`src/rtl/rx_pkg.sv`:
```
// rx_pkg: shared types and helpers for the serial receive frame controller.
// The optional RX_FRAME_PARITY_EN macro adds a parity bit. It widens the
// bit-identification counter by one frame position.
package rx_pkg;

  // Frame controller states. The encoding is fixed at 3 bits so that a
  // debug port can present the state directly.
  typedef enum logic [2:0] {
    IDLE   = 3'd0,
    START  = 3'd1,
    DATA   = 3'd2,
    PARITY = 3'd3,
    STOP   = 3'd4,
    BREAK  = 3'd5
  } rx_state_t;

  // Width of the bit-sample counter.
  function automatic int bsc_width(input int oversample);
    return (oversample > 2) ? $clog2(oversample) : 1;
  endfunction

  // Width of the bit-identification counter. It must hold the stop-bit index.
  function automatic int bic_width(input int data_bits);
`ifdef RX_FRAME_PARITY_EN
    return $clog2(data_bits + 3);
`else
    return $clog2(data_bits + 2);
`endif
  endfunction

  // bsc value at the mid-point of the start bit.
  function automatic int mid_cmp(input int oversample);
    return oversample / 2 - 1;
  endfunction

  // bsc value at the end of a full bit period.
  function automatic int end_cmp(input int oversample);
    return oversample - 1;
  endfunction

endpackage

```
`src/rtl/rx_bit_timer.sv`:
```
// rx_bit_timer: owns the bit-sample counter (bsc). On sample ticks the
// counter advances toward a compare value. When it reaches that value it
// flags a sample point and wraps to zero. A clear input holds it at zero.
module rx_bit_timer #(
  parameter int W = 4
) (
  input  logic         clk,
  input  logic         rst_n,
  input  logic         i_tick,
  input  logic         i_clear,
  input  logic [W-1:0] i_cmp,
  output logic [W-1:0] o_bsc,
  output logic         o_sample_point
);

  logic [W-1:0] r_bsc;
  logic         w_hit;

  assign w_hit          = (r_bsc == i_cmp);
  assign o_sample_point = i_tick & ~i_clear & w_hit;
  assign o_bsc          = r_bsc;

  // Count sample ticks and wrap at the compare value. Clear has priority.
  always_ff @(posedge clk or negedge rst_n) begin
    if (!rst_n) begin
      r_bsc <= '0;
    end else if (i_clear) begin
      r_bsc <= '0;
    end else if (i_tick) begin
      r_bsc <= w_hit ? '0 : r_bsc + 1'b1;
    end
  end

endmodule

```
`src/rtl/rx_frame_ctrl.sv`:
```
// rx_frame_ctrl: serial receive frame controller. It checks the start bit at
// mid-bit and shifts in DATA_BITS data bits, LSB first. It then checks the
// stop bit and either delivers the word or enters BREAK.
// Optional macro RX_FRAME_PARITY_EN adds a parity bit, parameter PARITY_ODD
// and a parity_err pulse.
module rx_frame_ctrl
  import rx_pkg::*;
#(
  parameter int   OVERSAMPLE  = 16,
  parameter int   DATA_BITS   = 8,
  parameter logic START_LEVEL = 1'b1,
`ifdef RX_FRAME_PARITY_EN
  parameter logic PARITY_ODD  = 1'b0,
`endif
  localparam int  BSC_W = bsc_width(OVERSAMPLE),
  localparam int  BIC_W = bic_width(DATA_BITS)
) (
  input  logic                 clk,
  input  logic                 reset,
  input  logic                 sample_tick,
  input  logic                 bit_stream,
  output logic                 enable,
  output logic [BSC_W-1:0]     bsc,
  output logic [BIC_W-1:0]     bic,
  output logic [DATA_BITS-1:0] data,
  output logic                 data_valid,
  output logic                 framing_err,
`ifdef RX_FRAME_PARITY_EN
  output logic                 parity_err,
`endif
  output rx_state_t            o_state
);

  localparam logic [BSC_W-1:0] MID_CMP       = BSC_W'(mid_cmp(OVERSAMPLE));
  localparam logic [BSC_W-1:0] END_CMP       = BSC_W'(end_cmp(OVERSAMPLE));
  localparam logic [BIC_W-1:0] BIC_LAST_DATA = BIC_W'(DATA_BITS);
`ifdef RX_FRAME_PARITY_EN
  localparam logic [BIC_W-1:0] BIC_STOP      = BIC_W'(DATA_BITS + 2);
`endif

  rx_state_t            r_state;
  logic                 r_enable;
  logic [BIC_W-1:0]     r_bic;
  logic [DATA_BITS-1:0] r_shift;
  logic [DATA_BITS-1:0] r_data;
  logic                 r_valid;
  logic                 r_ferr;
`ifdef RX_FRAME_PARITY_EN
  logic                 r_perr;
  logic                 r_par_bad;
`endif

  logic                 w_clear;
  logic [BSC_W-1:0]     w_cmp;
  logic                 w_sample;
  logic [BSC_W-1:0]     w_bsc;

  // The timer is idle outside a frame. It samples at mid-bit during START
  // and at the end of each bit for all later frame positions.
  assign w_clear = (r_state == IDLE) || (r_state == BREAK);
  assign w_cmp   = (r_state == START) ? MID_CMP : END_CMP;

  rx_bit_timer #(.W(BSC_W)) u_timer (
    .clk            (clk),
    .rst_n          (reset),
    .i_tick         (sample_tick),
    .i_clear        (w_clear),
    .i_cmp          (w_cmp),
    .o_bsc          (w_bsc),
    .o_sample_point (w_sample)
  );

  assign enable      = r_enable;
  assign bsc         = w_bsc;
  assign bic         = r_bic;
  assign data        = r_data;
  assign data_valid  = r_valid;
  assign framing_err = r_ferr;
`ifdef RX_FRAME_PARITY_EN
  assign parity_err  = r_perr;
`endif
  assign o_state     = r_state;

  // Frame FSM. It also owns bic, the shift register, the output word and
  // the one-clk status pulses.
  always_ff @(posedge clk or negedge reset) begin
    if (!reset) begin
      r_state   <= IDLE;
      r_enable  <= 1'b0;
      r_bic     <= '0;
      r_shift   <= '0;
      r_data    <= '0;
      r_valid   <= 1'b0;
      r_ferr    <= 1'b0;
`ifdef RX_FRAME_PARITY_EN
      r_perr    <= 1'b0;
      r_par_bad <= 1'b0;
`endif
    end else begin
      r_valid <= 1'b0;
      r_ferr  <= 1'b0;
`ifdef RX_FRAME_PARITY_EN
      r_perr  <= 1'b0;
`endif
      case (r_state)
        IDLE: begin
          if (sample_tick && (bit_stream == START_LEVEL)) begin
            r_state  <= START;
            r_enable <= 1'b1;
            r_bic    <= '0;
          end
        end
        START: begin
          if (w_sample) begin
            if (bit_stream == START_LEVEL) begin
              r_state <= DATA;
              r_bic   <= BIC_W'(1);
            end else begin
              // A short pulse is treated as a glitch. No error is flagged.
              r_state  <= IDLE;
              r_enable <= 1'b0;
            end
          end
        end
        DATA: begin
          if (w_sample) begin
            r_shift <= {bit_stream, r_shift[DATA_BITS-1:1]};
            r_bic   <= r_bic + 1'b1;
            if (r_bic == BIC_LAST_DATA) begin
`ifdef RX_FRAME_PARITY_EN
              r_state <= PARITY;
`else
              r_state <= STOP;
`endif
            end
          end
        end
`ifdef RX_FRAME_PARITY_EN
        PARITY: begin
          if (w_sample) begin
            r_par_bad <= ((^r_shift) ^ bit_stream) != PARITY_ODD;
            r_bic     <= BIC_STOP;
            r_state   <= STOP;
          end
        end
`endif
        STOP: begin
          if (w_sample) begin
            r_enable <= 1'b0;
            r_bic    <= '0;
`ifdef RX_FRAME_PARITY_EN
            r_perr   <= r_par_bad;
`endif
            if (bit_stream != START_LEVEL) begin
              r_state <= IDLE;
`ifdef RX_FRAME_PARITY_EN
              if (!r_par_bad) begin
                r_data  <= r_shift;
                r_valid <= 1'b1;
              end
`else
              r_data  <= r_shift;
              r_valid <= 1'b1;
`endif
            end else begin
              r_ferr  <= 1'b1;
              r_state <= BREAK;
            end
          end
        end
        BREAK: begin
          // Wait for the idle level so a stuck line cannot re-trigger frames.
          if (sample_tick && (bit_stream != START_LEVEL)) begin
            r_state <= IDLE;
          end
        end
        default: begin
          r_state  <= IDLE;
          r_enable <= 1'b0;
          r_bic    <= '0;
        end
      endcase
    end
  end

endmodule

```
`config.mk`:
```
export PLATFORM = sky130hd
export DESIGN_NAME = rx_frame_ctrl
export DESIGN_NICKNAME = d
export VERILOG_FILES = /design/src/rtl/rx_pkg.sv /design/src/rtl/rx_bit_timer.sv /design/src/rtl/rx_frame_ctrl.sv
export SDC_FILE = /design/constraint.sdc
export NUM_CORES = 1
export LEC_CHECK = 0
export ABC_AREA = 1
export BUFFER_PORTS_ARGS = -buffer_cell sky130_fd_sc_hd__buf_2
export CAP_MARGIN = 20
export CORE_MARGIN = 1
export CORE_UTILIZATION = 50
export CTS_BUF_LIST = sky130_fd_sc_hd__clkbuf_16
export DETAILED_ROUTE_END_ITERATION = 10
export GPL_TIMING_DRIVEN = 0
export PLACE_DENSITY_LB_ADDON = 0.05
export RECOVER_POWER = 25
export SYNTH_ARGS = -nofsm -noshare
export SYNTH_HDL_FRONTEND = slang
export SYNTH_SLANG_ARGS = --single-unit
export TNS_END_PERCENT = 30
```
`constraint.sdc`:
```
create_clock -name clk -period 1.3 [get_ports clk]
set_input_delay 0.26 -clock clk [delete_from_list [all_inputs] [get_ports clk]]
set_output_delay 0.26 -clock clk [all_outputs]
set_load 0.05 [all_outputs]
```
==> results.py, run 1 <==
metrics = {
    "cts": {
        "clock_latency_ps": 270,
        "cts_buffers": 5,
        "cts.sinks": 30,
        "ctsHtreeMaxLevel": 2,
        "cts_tree": "done",
        "ctsHoldBuffers": 0,
        "cts_max_path_buffers": 2,
        "cts_root_buf": "clkbuf_16",
        "clk_pin_slew_ps": 50,
    },
    "grt": {
        "use_met1_pct": 27.99,
        "grt_pass1_vias": 1309,
        "antenna_found_initial": 0,
        "grt_usage_pct": 22.29,
        "use_met2_pct": 35.14,
        "grt_pass1_wl_mm": 5.547,
        "grt_max_degree": 31,
        "grt_use_met3_pct": 8.036,
        "busiest_layer": "met2",
        "gr-total-overflow": 0,
    },
    "power": {
        "switching_share_pct": 40.37,
        "power_density_nw_per_um2": 2284,
        "pwr-share-seq_pct": 25.4,
        "power.leakage_nw": 1.127,
        "share_comb_of_total_power_pct": 44.6,
        "ir_worst_vdd_mv": 1.365,
        "switchingPower_w": 0.001992,
        "intPower_w": 0.002942,
        "finalPower_w": 0.004934,
        "pwr-share-clk_pct": 30.0,
    },
    "die": {
        "die_w_um": 57.93,
        "initial_core_util_pct": 54.82,
        "die_h_um": 57.93,
        "coreArea_um2": 2853,
        "pin_count": 26,
        "die_area_um2": 3356,
        "rows": 19,
    },
    "status": {
        "violations": "DRC, setup timing",
        "outcome": "finished with violations",
    },
    "detailed_routing": {
        "vias": 1306,
        "ant_nets": 0,
        "avgRoutedWirePerCell_um": 13.43,
        "drtPass1Iterations": 7,
        "via_per_inst": 5.203,
        "drcViolationCount": 1,
        "drt_iter0_drc": 69,
        "finalWirelength_mm": 3.371,
    },
    "sta": {
        "fin_ws_ps": -310.3,
        "worst-slew-pin-transition_ps": 748.7,
        "maxSlewHeadroom_pct": 50.09,
        "clock_skew_ps": 3.718,
        "fmax_mhz": 621.0,
        "final_min_period_over_clock_period_pct": 123.9,
        "hold_viol": 0,
        "period_needed_ps": 1610,
        "setup_viol": 30,
        "rsz0062_at_grt": "yes",
        "slew_viol_final": 0,
    },
    "critical_path": {
        "crit_required_ps": 1460,
        "crit_top_cell": "nand2_1",
        "setup.worst_path.class": "register to register",
        "cp_max_fo": 7,
        "crit_path_end_kind": "register",
        "worstPathArrival_ps": 1770,
        "crit_family": "flip-flops",
        "r2r_slack_ps": -310,
        "crit_cells": 8,
        "worst_path_largest_cell_delay_ps": 450,
        "critPathSlowestCell": "dfrtp_2",
        "cp-start-kind": "register",
        "cp_num_buf_inv": 2,
        "reg2regPathDepth": 8,
        "critical_path.cell_chain": "inv_4, nor3_4, inv_1, nand2_1, a21oi_2, nand2_2, nand2_1, nand2_1",
    },
    "synth": {
        "syn_inst": 174,
        "synth.cell_area_um2": 1564,
        "synth_cell_types": 26,
        "synth_nets": 181,
        "yosys.area.top_type": "dfrtp_1",
        "synth.top_cell.area_share_pct": 48.00,
        "yosys_warnings": 0,
        "yosysSeqAreaShare_pct": 48.00,
        "synth-seq-cells": 30,
        "synthTopCellsByArea": "dfrtp_1 (48%), nand2_1 (12%), o21ai_2 (8.4%)",
        "syn_area_per_cell_um2": 8.989,
    },
    "cells_and_area": {
        "ff_latch_area_um2": 757.0,
        "final_nets": 226,
        "area_delta_synth_final_pct": 38.08,
        "diodes": 0,
        "final_common_cell": "nand2_1",
        "num-fill-cells": 201,
        "final_cell_mix": "nand2_1 (37), dfrtp_1 (25), inv_1 (22), buf_2 (22), o21ai_2 (15)",
        "drive_above_1_share_pct": 44.55,
        "layout.cells.non_filler": 251,
        "finish.utilization_pct": 75.70,
        "design_area_um2": 2160,
        "multi_input_area_um2": 767.0,
    },
    "placement": {
        "dpl.hpwl_mm": 2.077,
        "routabilityCongestion": 0.8122,
        "place_inst": 230,
        "pre_cts_ws_ps": -324.2,
        "placed_cell_area_um2": 1755,
        "io_buffer_count": 25,
    },
    "run": {
        "cap_violations": 0,
    },
    "min_path": {
        "hold_class": "input port to async pin",
    },
}
final timing paths:
path | from | to
max reg2reg | o_state[1] | o_state[0]
min | reset | bic[0]
max in group asynchronous | reset | u_timer.o_bsc[1]
min reg2reg | enable | enable
min in group clk | bit_stream | framing_err
max | o_state[1] | o_state[0]
flip-flops by register name (all words and copies together) (netlist names):
name	flops
bic	4
data	8
data_valid	1
enable	1
framing_err	1
o_state	3
r_shift	8
u_timer.o_bsc	4
cell type report:
cell class	count	share of cell area, %
Multi-Input combinational cell	116	35.52
Sequential cell	30	35.05
Timing Repair Buffer	38	12.51
Clock buffer	5	5.794
Inverter	26	4.751
Clock inverter	3	2.955
Tap cell	31	1.796
Buffer	2	1.622
logic make-up (layout without fill, tap and decap cells):
logic type      after synthesis  in the layout  share of synthesized area, %
simple gates                 82             82                         26.16
flops                        30             30                         48.00
buf+inv                      28             74                         7.680
compound gates               27             27                         13.52
xor+xnor                      4              4                         2.240
fa+ha+maj                     3              3                         2.400
power groups by stage:
stage                     Sequential, W  Combinational [W]  Clock, W
after CTS                       0.00124            0.00208   0.00150
after floorplan                 0.00160           0.000997         0
after detailed placement        0.00124            0.00172         0
after global placement          0.00123            0.00168         0
after global routing            0.00128            0.00236   0.00154
final                           0.00125            0.00220   0.00148
metal layers:
metal  wire, µm  up-vias
li1           -      647
met2       1663       30
met1       1520      624
met5          0        -
met4         38        0
met3        148        5
metrics by stage:
stage,hold slack (ps),setup TNS [ps]
CTS,40.12,-6594
detailed placement,330.3,-5902
global placement,323.0,-5588
global route,106.9,-9436
floorplan,-35.59,-6783
finish,45.43,-6818
what timing repair did:
action,in CTS,in global routing
endpoints found under the hold margin,0,0
gates resized for setup,12,16
setup buffers,10,2
cloned,1,0
setup endpoints to repair,25,29
pin swaps,4,10
synthesized netlist by cell type:
| cell | number |
|---|---|
| a21oi_1 | 3 |
| a21oi_2 | 2 |
| a21oi_4 | 1 |
| and3b_1 | 1 |
| buf_6 | 2 |
| dfrtp_1 | 30 |
| ha_1 | 3 |
| inv_1 | 24 |
| inv_2 | 2 |
| nand2_1 | 48 |
| nand2_2 | 3 |
| nand2_4 | 2 |
| nand3_1 | 14 |
| nand3_4 | 2 |
| nand4_1 | 1 |
| nor2_1 | 7 |
| nor2_2 | 1 |
| nor2_8 | 1 |
| nor3_1 | 1 |
| nor3_2 | 1 |
| o21ai_0 | 4 |
| o21ai_1 | 1 |
| o21ai_2 | 15 |
| o22ai_1 | 1 |
| xnor2_1 | 1 |
| xor2_1 | 3 |
Power figures use the tool's default switching activity.
==> run 2, diff against run 1 <==
--- a/config.mk
+++ b/config.mk
@@ -10,7 +10,6 @@
 export CAP_MARGIN = 20
 export CORE_MARGIN = 1
 export CORE_UTILIZATION = 50
-export CTS_BUF_LIST = sky130_fd_sc_hd__clkbuf_16
 export DETAILED_ROUTE_END_ITERATION = 10
 export GPL_TIMING_DRIVEN = 0
 export PLACE_DENSITY_LB_ADDON = 0.05
==> constraint.sdc (replaced) <==
create_clock -name clk -period 1.4 [get_ports clk]
set_input_delay 0.28 -clock clk [delete_from_list [all_inputs] [get_ports clk]]
set_output_delay 0.28 -clock clk [all_outputs]
set_load 0.05 [all_outputs]
==> results.py, run 2 (synthesis gave the netlist of run 1 again) <==
metrics = {
    "status": {
        "outcome": "finished with violations",
        "violations": "DRC, setup timing",
    },
    "cts": {
        "ctsHtreeMaxLevel": 2,
        "clk_pin_slew_ps": 110,
        "cts_buffers": 5,
        "cts_tree": "done",
        "cts_max_path_buffers": 2,
        "clock_latency_ps": 340,
        "cts_root_buf": "clkbuf_4",
        "cts.sinks": 30,
    },
    "sta": {
        "final_min_period_over_clock_period_pct": 112.9,
        "setup_viol": 26,
        "clock_skew_ps": 10.68,
        "period_needed_ps": 1581,
        "fin_ws_ps": -181.3,
        "hold_viol": 0,
        "rsz0062_at_grt": "yes",
        "maxSlewHeadroom_pct": 50.86,
        "fmax_mhz": 632.4,
        "worst-slew-pin-transition_ps": 737.2,
        "slew_viol_final": 0,
    },
    "critical_path": {
        "setup.worst_path.class": "register to register",
        "critPathSlowestCell": "dfrtp_2",
        "cp_num_buf_inv": 3,
        "cp-start-kind": "register",
        "crit_cells": 10,
        "cp_max_fo": 8,
        "worstSetupStartpoint": "o_state[2]",
        "endpoint": "data[6]",
        "critical_path.cell_chain": "inv_2, nand3_2, nand2_1, nand2_2, nand3_4, inv_4, nand3_4, buf_8, nand2_1, o21ai_2",
        "crit_path_end_kind": "register",
        "r2r_slack_ps": -180,
        "r2r-end": "data[6]",
        "worstPathArrival_ps": 1820,
        "r2r_start": "o_state[2]",
        "crit_family": "simple AND/OR/NAND/NOR gates",
        "reg2regPathDepth": 10,
        "crit_required_ps": 1640,
        "worst_path_largest_cell_delay_ps": 460,
    },
    "cells_and_area": {
        "layout.cells.non_filler": 250,
        "final_nets": 225,
        "design_area_um2": 2041,
        "area_delta_synth_final_pct": 30.48,
        "multi_input_area_um2": 735.7,
        "num-fill-cells": 221,
        "final_common_cell": "nand2_1",
        "finish.utilization_pct": 71.54,
        "ff_latch_area_um2": 757.0,
        "final_cell_mix": "nand2_1 (45), dfrtp_1 (25), inv_1 (23)",
        "drive_above_1_share_pct": 40.18,
        "diodes": 0,
    },
    "grt": {
        "grt_pass1_vias": 1227,
        "antenna_found_initial": 0,
        "gr-total-overflow": 0,
        "grt_max_degree": 31,
        "grt_usage_pct": 20.45,
        "grt_pass1_wl_mm": 5.195,
    },
    "power": {
        "finalPower_w": 0.004050,
        "ir_worst_vdd_mv": 1.215,
        "power.leakage_nw": 1.080,
        "power_density_nw_per_um2": 1985,
    },
    "placement": {
        "place_inst": 230,
        "dpl.hpwl_mm": 2.077,
        "pre_cts_ws_ps": -224.2,
        "placed_cell_area_um2": 1755,
        "routabilityCongestion": 0.8122,
        "io_buffer_count": 25,
    },
    "detailed_routing": {
        "wl_met3_um": 157,
        "finalWirelength_mm": 3.147,
        "vias": 1303,
        "top_layer": "met4",
        "avgRoutedWirePerCell_um": 12.59,
        "drt_iter0_drc": 62,
        "wl_met1_mm": 1.482,
        "ant_nets": 0,
        "via_per_inst": 5.212,
        "drtPass1Iterations": 7,
        "drcViolationCount": 1,
        "route.met2.wl_mm": 1.454,
    },
    "die": {
        "die_h_um": 57.93,
        "coreArea_um2": 2853,
        "pin_count": 26,
        "die_w_um": 57.93,
        "initial_core_util_pct": 54.82,
        "die_area_um2": 3356,
        "rows": 19,
    },
    "run": {
        "cap_violations": 0,
    },
    "min_path": {
        "hold_class": "input port to register",
    },
}
run 2: changes by cell type in the layout (fill, tap and decap cells not counted), sizes merged:
cell	previous run	this run
buf	39	34
dlygate4sd3	0	1
clkinv	1	0
clkbuf	6	10
run 2: cell type report:
class | instances | share of cell area [%]
clock buffer | 6 | 2.514
multi-input combinational | 116 | 36.05
buffer | 2 | 1.717
sequential | 30 | 37.09
inverter | 26 | 5.028
tap | 31 | 1.901
timing repair buffer | 37 | 12.75
clock inverter | 2 | 2.943
run 2: worst min-delay path: cells and delay by family:
| family | cells | cell delay (ps) |
|---|---|---|
| AND/OR/NAND/NOR | 2 | 180 |
| buffers and inverters | 1 | 130 |
run 2: repair_timing:
item                                    CTS  global route
endpoints found under the hold margin    30             0
pin swaps                                 2             2
endpoints found under the setup margin   24            30
setup buffers                             8             2
hold buffers                              1             0
cloned                                    0             1
gates resized for setup                  13             3
run 2: how the worst min path moves through the flow:
stage               start                to  slack [ps]  cells after the start
3_3_place_gp        reset  u_timer.o_bsc[3]         340                      1
3_5_place_dp        reset  u_timer.o_bsc[3]         350                      1
4_1_cts        bit_stream       framing_err         280                      3
2_1_floorplan       reset            bic[0]         -20                      0
5_1_grt        bit_stream       framing_err         290                      3
6_report       bit_stream       framing_err         290                      3
run 2: power breakdown:
group / internal, W / switching, W
Clock: 0.000605 / 0.000321
Combinational: 0.000701 / 0.00127
Sequential: 0.000988 / 0.000161
Total: 0.00229 / 0.00176
run 2: stage by stage:
step	TNS, ps	hold slack (ps)
6_report	-3475	289.4
4_1_cts	-3338	278.4
2_1_floorplan	-4295	-15.59
3_3_place_gp	-3165	343.0
5_1_grt	-5687	290.9
3_5_place_dp	-3471	350.3
run 2: per-layer routing:
metal,vias to the layer above,global-route usage (%)
met5,-,0
met2,34,31.86
met1,612,26.27
met3,8,7.366
met4,0,7.483
li1,649,-
